<file path="src/rtl/uart_retrans_param.sv">
// Parametrised UART frame receiver with timed resend requests and a sticky fail.
// Optional break detection is enabled by defining UART_RETRANS_BREAK_DET_EN.
module uart_retrans_param #(
    parameter int unsigned DATA_BITS      = 7,
    parameter int unsigned PARITY_ODD     = 0,
    parameter int unsigned TIMEOUT_CYCLES = 8,
    parameter int unsigned MAX_RETRIES    = 3,
    parameter int unsigned CNT_W          = 5
) (
    input  logic                 clk,
    input  logic                 reset,
    input  logic                 signal,
    input  logic                 ack,
    output logic [DATA_BITS-1:0] data,
    output logic                 valid,
    output logic                 error,
    output logic                 request_resend,
    output logic [CNT_W-1:0]     resend_count,
    output logic                 fail,
    output logic                 break_det
);

    localparam int unsigned BC_W = $clog2(DATA_BITS + 1);
    localparam int unsigned TM_W = $clog2(TIMEOUT_CYCLES + 1);

    typedef enum logic [2:0] {
        S_IDLE, S_DATA, S_PAR, S_STOP, S_VALID, S_ERR, S_FAIL
    } state_t;

    state_t               state_q, state_d;
    logic [BC_W-1:0]      bit_cnt_q, bit_cnt_d;
    logic [DATA_BITS-1:0] rx_q, rx_d;
    logic                 par_q, par_d;
    logic [TM_W-1:0]      timer_q, timer_d;
    logic [DATA_BITS-1:0] data_q, data_d;
    logic                 valid_q, valid_d;
    logic                 error_q, error_d;
    logic                 req_q, req_d;
    logic [CNT_W-1:0]     cnt_q, cnt_d;
    logic                 fail_q, fail_d;
    logic                 brk_q, brk_d;
    logic                 parity_ok;

    assign parity_ok = ((^rx_q) ^ par_q) == 1'(PARITY_ODD);

    // State and registered outputs
    always_ff @(posedge clk or negedge reset) begin
        if (!reset) begin
            state_q   <= S_IDLE;
            bit_cnt_q <= '0;
            rx_q      <= '0;
            par_q     <= 1'b0;
            timer_q   <= '0;
            data_q    <= '0;
            valid_q   <= 1'b0;
            error_q   <= 1'b0;
            req_q     <= 1'b0;
            cnt_q     <= '0;
            fail_q    <= 1'b0;
            brk_q     <= 1'b0;
        end else begin
            state_q   <= state_d;
            bit_cnt_q <= bit_cnt_d;
            rx_q      <= rx_d;
            par_q     <= par_d;
            timer_q   <= timer_d;
            data_q    <= data_d;
            valid_q   <= valid_d;
            error_q   <= error_d;
            req_q     <= req_d;
            cnt_q     <= cnt_d;
            fail_q    <= fail_d;
            brk_q     <= brk_d;
        end
    end

    // Next-state and output decisions
    always_comb begin
        state_d   = state_q;
        bit_cnt_d = bit_cnt_q;
        rx_d      = rx_q;
        par_d     = par_q;
        timer_d   = timer_q;
        data_d    = data_q;
        valid_d   = valid_q;
        error_d   = error_q;
        req_d     = 1'b0;
        cnt_d     = cnt_q;
        fail_d    = fail_q;
        brk_d     = 1'b0;
        case (state_q)
            S_IDLE: begin
                if (!signal) begin
                    state_d   = S_DATA;
                    bit_cnt_d = '0;
                end
            end
            S_DATA: begin
                // LSB arrives first, so shift in from the top
                rx_d      = (rx_q >> 1) | (DATA_BITS'(signal) << (DATA_BITS - 1));
                bit_cnt_d = bit_cnt_q + BC_W'(1);
                if (bit_cnt_q == BC_W'(DATA_BITS - 1)) begin
                    state_d = S_PAR;
                end
            end
            S_PAR: begin
                par_d   = signal;
                state_d = S_STOP;
            end
            S_STOP: begin
`ifdef UART_RETRANS_BREAK_DET_EN
                if (rx_q == '0 && !par_q && !signal) begin
                    brk_d   = 1'b1;
                    state_d = S_IDLE;
                end else
`endif
                if (parity_ok && signal) begin
                    state_d = S_VALID;
                    valid_d = 1'b1;
                    data_d  = rx_q;
                end else begin
                    state_d = S_ERR;
                    error_d = 1'b1;
                    timer_d = '0;
                end
            end
            S_VALID: begin
                if (ack) begin
                    valid_d = 1'b0;
                    cnt_d   = '0;
                    state_d = S_IDLE;
                end
            end
            S_ERR: begin
                if (timer_q == TM_W'(TIMEOUT_CYCLES - 1)) begin
                    error_d = 1'b0;
                    if (cnt_q < CNT_W'(MAX_RETRIES)) begin
                        req_d   = 1'b1;
                        cnt_d   = cnt_q + CNT_W'(1);
                        state_d = S_IDLE;
                    end else begin
                        fail_d  = 1'b1;
                        data_d  = '0;
                        state_d = S_FAIL;
                    end
                end else begin
                    timer_d = timer_q + TM_W'(1);
                end
            end
            S_FAIL: begin
                state_d = S_FAIL;
            end
            default: begin
                state_d = S_IDLE;
            end
        endcase
    end

    assign data           = data_q;
    assign valid          = valid_q;
    assign error          = error_q;
    assign request_resend = req_q;
    assign resend_count   = cnt_q;
    assign fail           = fail_q;
`ifdef UART_RETRANS_BREAK_DET_EN
    assign break_det      = brk_q;
`else
    assign break_det      = 1'b0;
`endif

endmodule

</file>
<file path="config.mk">
export PLATFORM = sky130hd
export DESIGN_NAME = uart_retrans_param
export DESIGN_NICKNAME = d
export VERILOG_FILES = /design/src/rtl/uart_retrans_param.sv
export SDC_FILE = /design/constraint.sdc
export NUM_CORES = 1
export LEC_CHECK = 0
export CORE_ASPECT_RATIO = 0.75
export CORE_MARGIN = 2
export CORE_UTILIZATION = 58
export DETAILED_ROUTE_END_ITERATION = 8
export GPL_ROUTABILITY_DRIVEN = 0
export PLACE_DENSITY = 0.83
export SYNTH_ARGS = -nofsm -noshare
export SYNTH_HDL_FRONTEND = slang
export SYNTH_SLANG_ARGS = --single-unit
</file>
<file path="constraint.sdc">
create_clock -name clk -period 4.3 [get_ports clk]
set_clock_uncertainty 0.15 [all_clocks]
set_input_delay 0.645 -clock clk [delete_from_list [all_inputs] [get_ports clk]]
set_output_delay 0.645 -clock clk [all_outputs]
set_load 0.01 [all_outputs]
</file>
==> results of run 1 <==
-- final cells by class --
type / instances / area [sq um]
fill: 168 / 661
sequential: 34 / 851
inverter: 8 / 30.0
clock inverter: 3 / 68.8
tap: 36 / 45.0
timing repair buffer: 20 / 198
clock buffer: 5 / 68.8
multi-input combinational: 106 / 701
-- through the flow --
step                util [%]  instances  cell area [sq um]  power (mW)
global placement        69.6        204               1820        1.13
CTS                     74.8        212               1960        1.51
detailed placement      69.6        204               1820        1.16
global route            74.8        212               1960        1.62
finish                  74.8        212               1960        1.51
floorplan                  -        151               1600       0.972
-- per-layer routing --
layer  vias to the layer above  track usage (%)
met5                         -                0
met4                         0             6.38
met3                         7             7.76
met2                        30             34.5
met1                       563             32.2
li1                        566                -
-- registers in the layout (all words and copies together), names as in the netlist --
name	count
request_resend	1
resend_count	5
fail	1
state_q	3
error	1
bit_cnt_q	3
par_q	1
data	7
timer_q	4
valid	1
rx_q	7
-- cell families (layout without fill, tap and decap cells) --
| family | Yosys count | after routing |
|---|---|---|
| xor gates and xnor gates | 9 | 9 |
| DFF | 34 | 34 |
| adders and majority gates | 4 | 4 |
| muxes | 1 | 1 |
| buffers and inverters | 11 | 36 |
| and+or+nand+nor | 55 | 55 |
| AOI/OAI and AO/OA | 36 | 36 |
| other | 1 | 1 |
-- worst max path at each step --
stage	start	endpoint	slack [ns]	depth (start not counted)
2_1_floorplan	timer_q[0]	data[0]	2.43	6
3_3_place_gp	signal	data[2]	2.11	5
3_5_place_dp	signal	data[1]	2.01	5
4_1_cts	timer_q[0]	data[1]	2.17	6
5_1_grt	state_q[0]	data[2]	2.03	5
6_report	timer_q[0]	data[2]	2.15	6
-- critical path: cells and delay by family, from the launching register on --
kind | cells | cell delay [ns]
AOI/OAI and AO/OA | 3 | 1.04
adders and majority gates | 1 | 0.22
DFF | 1 | 0.40
and+or+nand+nor | 2 | 0.28
-- cells in the final DEF (no fill, tap or decap), drive strengths merged --
master and n:
dfrtp 34, nand2 27, clkdlybuf4s50 19, nor2 9, o21ai 8, a22o 8
inv 8, a21oi 8, xnor2 7, clkbuf 5, nor2b 4, ha 4
nor3 3, o31ai 3, nand2b 3, nand4 2, or2 2, a21o 2
and2 2, nand3 2, xor2 2, bufinv 2, a31oi 2, a2111oi 1
a211oi 1, a211o 1, nor3b 1, mux2i 1, o22ai 1, a221o 1
conb 1, clkinv 1, buf 1
-- power by group --
group | switching, mW | internal [mW]
combinational | 0.294 | 0.304
clock | 0.119 | 0.232
sequential | 0.133 | 0.428
==> reports/results.ini, run 1 <==
[outcome]
status=finished clean

[worst_setup_path]
ff2ff_path_depth=6
crit_slowest_cell=a211oi_4
worstPathCellList=ha_1, nor2b_1, a211oi_4, nor3_1, a31oi_2, a22o_1
r2r-start=timer_q[0]
worstPathRequired_ns=4.38
cpPeakStageDelay_ns=0.45
end_kind=flop
start_kind=flop
regToRegSetupSlack_ns=2.15
crit_type=reg2reg
rr_endpoint=data[2]
crit_fanout=9
arrival_ns=2.23

[clock_network]
clk_pin_slew_worst_paths_ns=0.07
post_cts_buffers=0
clk_path_buf_depth=2
clk-insertion-delay-late_ns=0.29
cts_tree=yes
ctsHoldBuffers=0
cts_made_buffers=5
htree_num_levels=2
cts_resized=0
cts_root_buffer=clkbuf_8
cts_num_sinks=34

[routing]
drt_wl_total_mm=3.03
wl_met3_microns=155
wl_met2_mm=1.38
via_per_inst=5.50
drc=0
postRouteAntennaNets=0
wl_per_cell_microns=14.3
drt_iter0_markers=81
wl_met1_mm=1.46
drtPass1Iterations=4
vias=1166
top_layer=met4

[timing]
tightest_slew_ns=0.578
fmax_mhz=465
fin_crit_sh_pct=50.0
holdWs_ns=0.328
min_period_ns=2.15
slew_violations=0
setup_viol=0
maxSlewHeadroom_pct=61.2
rsz0062_at_grt=no
hold_violations=0
finalSetupTns_ns=0
finalWorstSetupSlack_ns=2.15

[synth]
synth_top_cell_area_share_pct=53.2
synth_flop_cell=dfrtp_1
synth_cell_types=35
synth_top_family_by_area=compound AO/OA/AOI/OAI gates
ys_seq_elements=34
synth_area_leaders=dfrtp_1, nand2_1, a22o_1
yosysMostFrequentCell=dfrtp_1
synthSimpleGateAreaFrac_pct=16.7
synthAdderAreaFrac_pct=3.13
synth_cells=151
netlist_top_cells_count=dfrtp_1, nand2_1, nor2_1
yosys-mux-area-fraction_pct=0.625
synth_xor_area_share_pct=5.39
netlist_area_sq_um=1600
synth_edf_count=0
syn_nets=159
synth_compound_area_share_pct=17.7
synth_seq_area_share_pct=53.2
synth-async-reset-ratio_pct=100
yosysWarnings=0
yosysTopAreaCell=dfrtp_1
syn_avg_cell_area_sq_um=10.6

[global_routing]
grt_pass1_wl_mm=5.46
grt_max_degree=35
grt_usage_pct=23.0
grt_pass1_vias=1132
grt_antenna_before_repair=0
grt_overflow=0

[finish]
area_delta_synth_final_pct=22.6
drive_gt1_share_pct=10.8
num_antenna_cells=0
fin_nets=183

[die]
fp-row-count=16
start_util_pct=61.0
pin_count=21
die-area_sq_um=3200
chipHeight_microns=49.5
coreArea_sq_um=2620
die_x_microns=64.7

[power_and_ir_drop]
peakVddDrop_v=0.000427
p_leak_nw=0.918
p_per_area_nw_per_um2=770

[min_path]
hold_path_startpoint=error
hold_path_class=reg2reg
min_path_cells=1
whs_endpoint=error

[place]
pre_cts_slack_ns=2.01
dp_hpwl_mm=2.22
io_buffers=19

[job]
maxCapViolCount=0

No activity file was read; power rests on OpenSTA's default activity.
==> inputs of run 2 (changes only) <==
Settings changed: CORE_UTILIZATION 58 to 48, PLACE_DENSITY 0.83 to 0.74.
Clock period 4.3 ns to 1.7 ns, I/O delays scaled along.
==> run 2 against run 1 <==
The flow now finishes with violations (negative setup slack). Clock-buffer cell count rose by 1. Cell area rose by 20%. Via count rose by 14%. Global-route usage fell by 1.7 points. Worst hold slack got worse by 0.11 ns. Sequential share of layout area fell by 7.2 points. Combinational power rose to 4.2 times the previous value. Wire length rose by 27%. Sequential power rose by 140%. Critical endpoint is now data[1]. Largest cell class unchanged.
==> reports/results.ini, run 2 (synthesis results as in run 1) <==
[clock_network]
clk_path_buf_depth=2  ; unchanged
ctsHoldBuffers=0  ; unchanged
cts_num_sinks=34  ; unchanged
clk_pin_slew_worst_paths_ns=0.07  ; about the same
cts_made_buffers=5  ; unchanged
cts_root_buffer=clkbuf_8  ; unchanged
cts_tree=yes  ; unchanged
htree_num_levels=2  ; unchanged
clk-insertion-delay-late_ns=0.29  ; about the same

[timing]
finalWorstSetupSlack_ns=-0.0950  ; was 2.15 ns
setup_viol=13  ; was 0
fin_crit_sh_pct=106  ; was 50.0%
slew_violations=0  ; unchanged
min_period_ns=1.79  ; was 2.15 ns
rsz0062_at_grt=yes  ; was no
hold_violations=0  ; unchanged
holdWs_ns=0.219  ; was 0.328 ns
finalSetupTns_ns=-0.796  ; was 0 ns
fmax_mhz=557  ; was 465 MHz

[global_routing]
grt_pass1_wl_mm=5.89  ; was 5.46 mm
grt_usage_pct=21.3  ; was 23.0%
grt_overflow=0  ; unchanged
grt_max_degree=35  ; unchanged
grt_pass1_vias=1279  ; was 1132
grt_antenna_before_repair=0  ; unchanged

[power_and_ir_drop]
total_power_mw=4.77  ; was 1.51 mW
peakVddDrop_v=0.000948  ; was 0.000427 V
p_leak_nw=1.17  ; was 0.918 nW
p_per_area_nw_per_um2=2030  ; was 770 nW/um^2

[place]
pre_cts_slack_ns=-0.114  ; was 2.01 ns
io_buffers=19  ; unchanged
place_area_sq_um=2060  ; was 1820 sq um
place_inst=237  ; was 204
dp_hpwl_mm=2.50  ; was 2.22 mm

[worst_setup_path]
r2r-start=rx_q[6]  ; was timer_q[0]
arrival_ns=1.82  ; was 2.23 ns
crit_fanout=4  ; was 9
crit_path_start=rx_q[6]  ; was timer_q[0]
worstSetupEndpoint=data[1]  ; was data[2]
regToRegSetupSlack_ns=-0.09  ; was 2.15 ns
crit_type=reg2reg  ; unchanged
start_kind=flop  ; unchanged
ff2ff_path_depth=6  ; unchanged
end_kind=flop  ; unchanged
worstPathRequired_ns=1.73  ; was 4.38 ns
rr_endpoint=data[1]  ; was data[2]

[finish]
fin_nets=218  ; was 183
instances_no_fill=251  ; was 212
drive_gt1_share_pct=33.6  ; was 10.8%
n_fill_cell=219  ; was 168
seq_area_sq_um=851  ; unchanged
final_cell_mix=dfrtp_1, buf_4, nand2_1  ; was dfrtp_1, nand2_1, clkdlybuf4s50_1
area_delta_synth_final_pct=47.0  ; was 22.6%
multi_input_area_sq_um=813  ; was 701 sq um
num_antenna_cells=0  ; unchanged
post-route-util_pct=72.5  ; was 74.8%
fin_area_sq_um=2350  ; was 1960 sq um

[routing]
drtPass1Iterations=4  ; unchanged
postRouteAntennaNets=0  ; unchanged
top_layer=met4  ; unchanged
wl_met3_microns=203  ; was 155 microns
vias=1325  ; was 1166
drc=0  ; unchanged
drt_wl_total_mm=3.86  ; was 3.03 mm
via_per_inst=5.28  ; was 5.50
wl_met1_mm=1.67  ; was 1.46 mm
wl_met2_mm=1.90  ; was 1.38 mm
wl_per_cell_microns=15.4  ; was 14.3 microns
drt_iter0_markers=81  ; unchanged

[job]
maxCapViolCount=0  ; unchanged

[min_path]
hold_path_class=in2async  ; was reg2reg

[die]
die_x_microns=70.7  ; was 64.7 microns
pin_count=21  ; unchanged
chipHeight_microns=54.0  ; was 49.5 microns
die-area_sq_um=3820  ; was 3200 sq um
coreArea_sq_um=3240  ; was 2620 sq um
start_util_pct=49.3  ; was 61.0%
fp-row-count=18  ; was 16

[outcome]
failed_checks=negative setup slack
status=complete, but fails checks  ; was finished clean

[run 2: worst min path at each step]
stage | start | end | cells past startpoint
6_report | reset | timer_q[0] | 2
2_1_floorplan | reset | bit_cnt_q[0] | 0
5_1_grt | reset | error | 2
3_3_place_gp | fail | fail | 1
3_5_place_dp | valid | valid | 1
4_1_cts | reset | state_q[0] | 2
[run 2: cell type report]
class                           count  share of cell area [%]
Sequential cell                    34                    36.2
Tap cell                           40                    2.13
Multi-Input combinational cell    106                    34.6
Clock inverter                      2                    2.55
Inverter                            8                    1.28
Clock buffer                        6                    3.51
Timing Repair Buffer               55                    19.8
[run 2: power by group]
group	switching [mW]	total (mW)	internal [mW]	leakage [nW]
Combinational	1.17	2.50	1.33	0.657
Clock	0.302	0.928	0.625	0.0714
Sequential	0.257	1.34	1.08	0.445
[run 2: routing by layer]
layer | vias up | global-route usage, %
met3 | 8 | 7.49
met1 | 641 | 25.5
met5 | - | 0
li1 | 635 | -
met2 | 41 | 35.5
met4 | 0 | 9.75
[run 2: worst max-delay path: stages, from the launching register on]
cell     delay [ns]
dfrtp_1        0.41
xnor2_2        0.27
xnor2_2        0.14
xnor2_2        0.16
nor3b_4        0.17
buf_4          0.15
a22o_1         0.23
[run 2: repair_timing]
item	4_1_cts	5_1_grt
pin swaps	8	6
setup buffers	6	2
hold endpoints to repair	0	0
endpoints found under the setup margin	19	19
resized for setup	12	13
==> inputs of run 3 (changes only) <==
Settings changed: CTS_CLUSTER_DIAMETER from default to 80, CTS_CLUSTER_SIZE from default to 16.
==> results of run 3 <==
Final layout, timing and power as in run 2 (identical DEF).
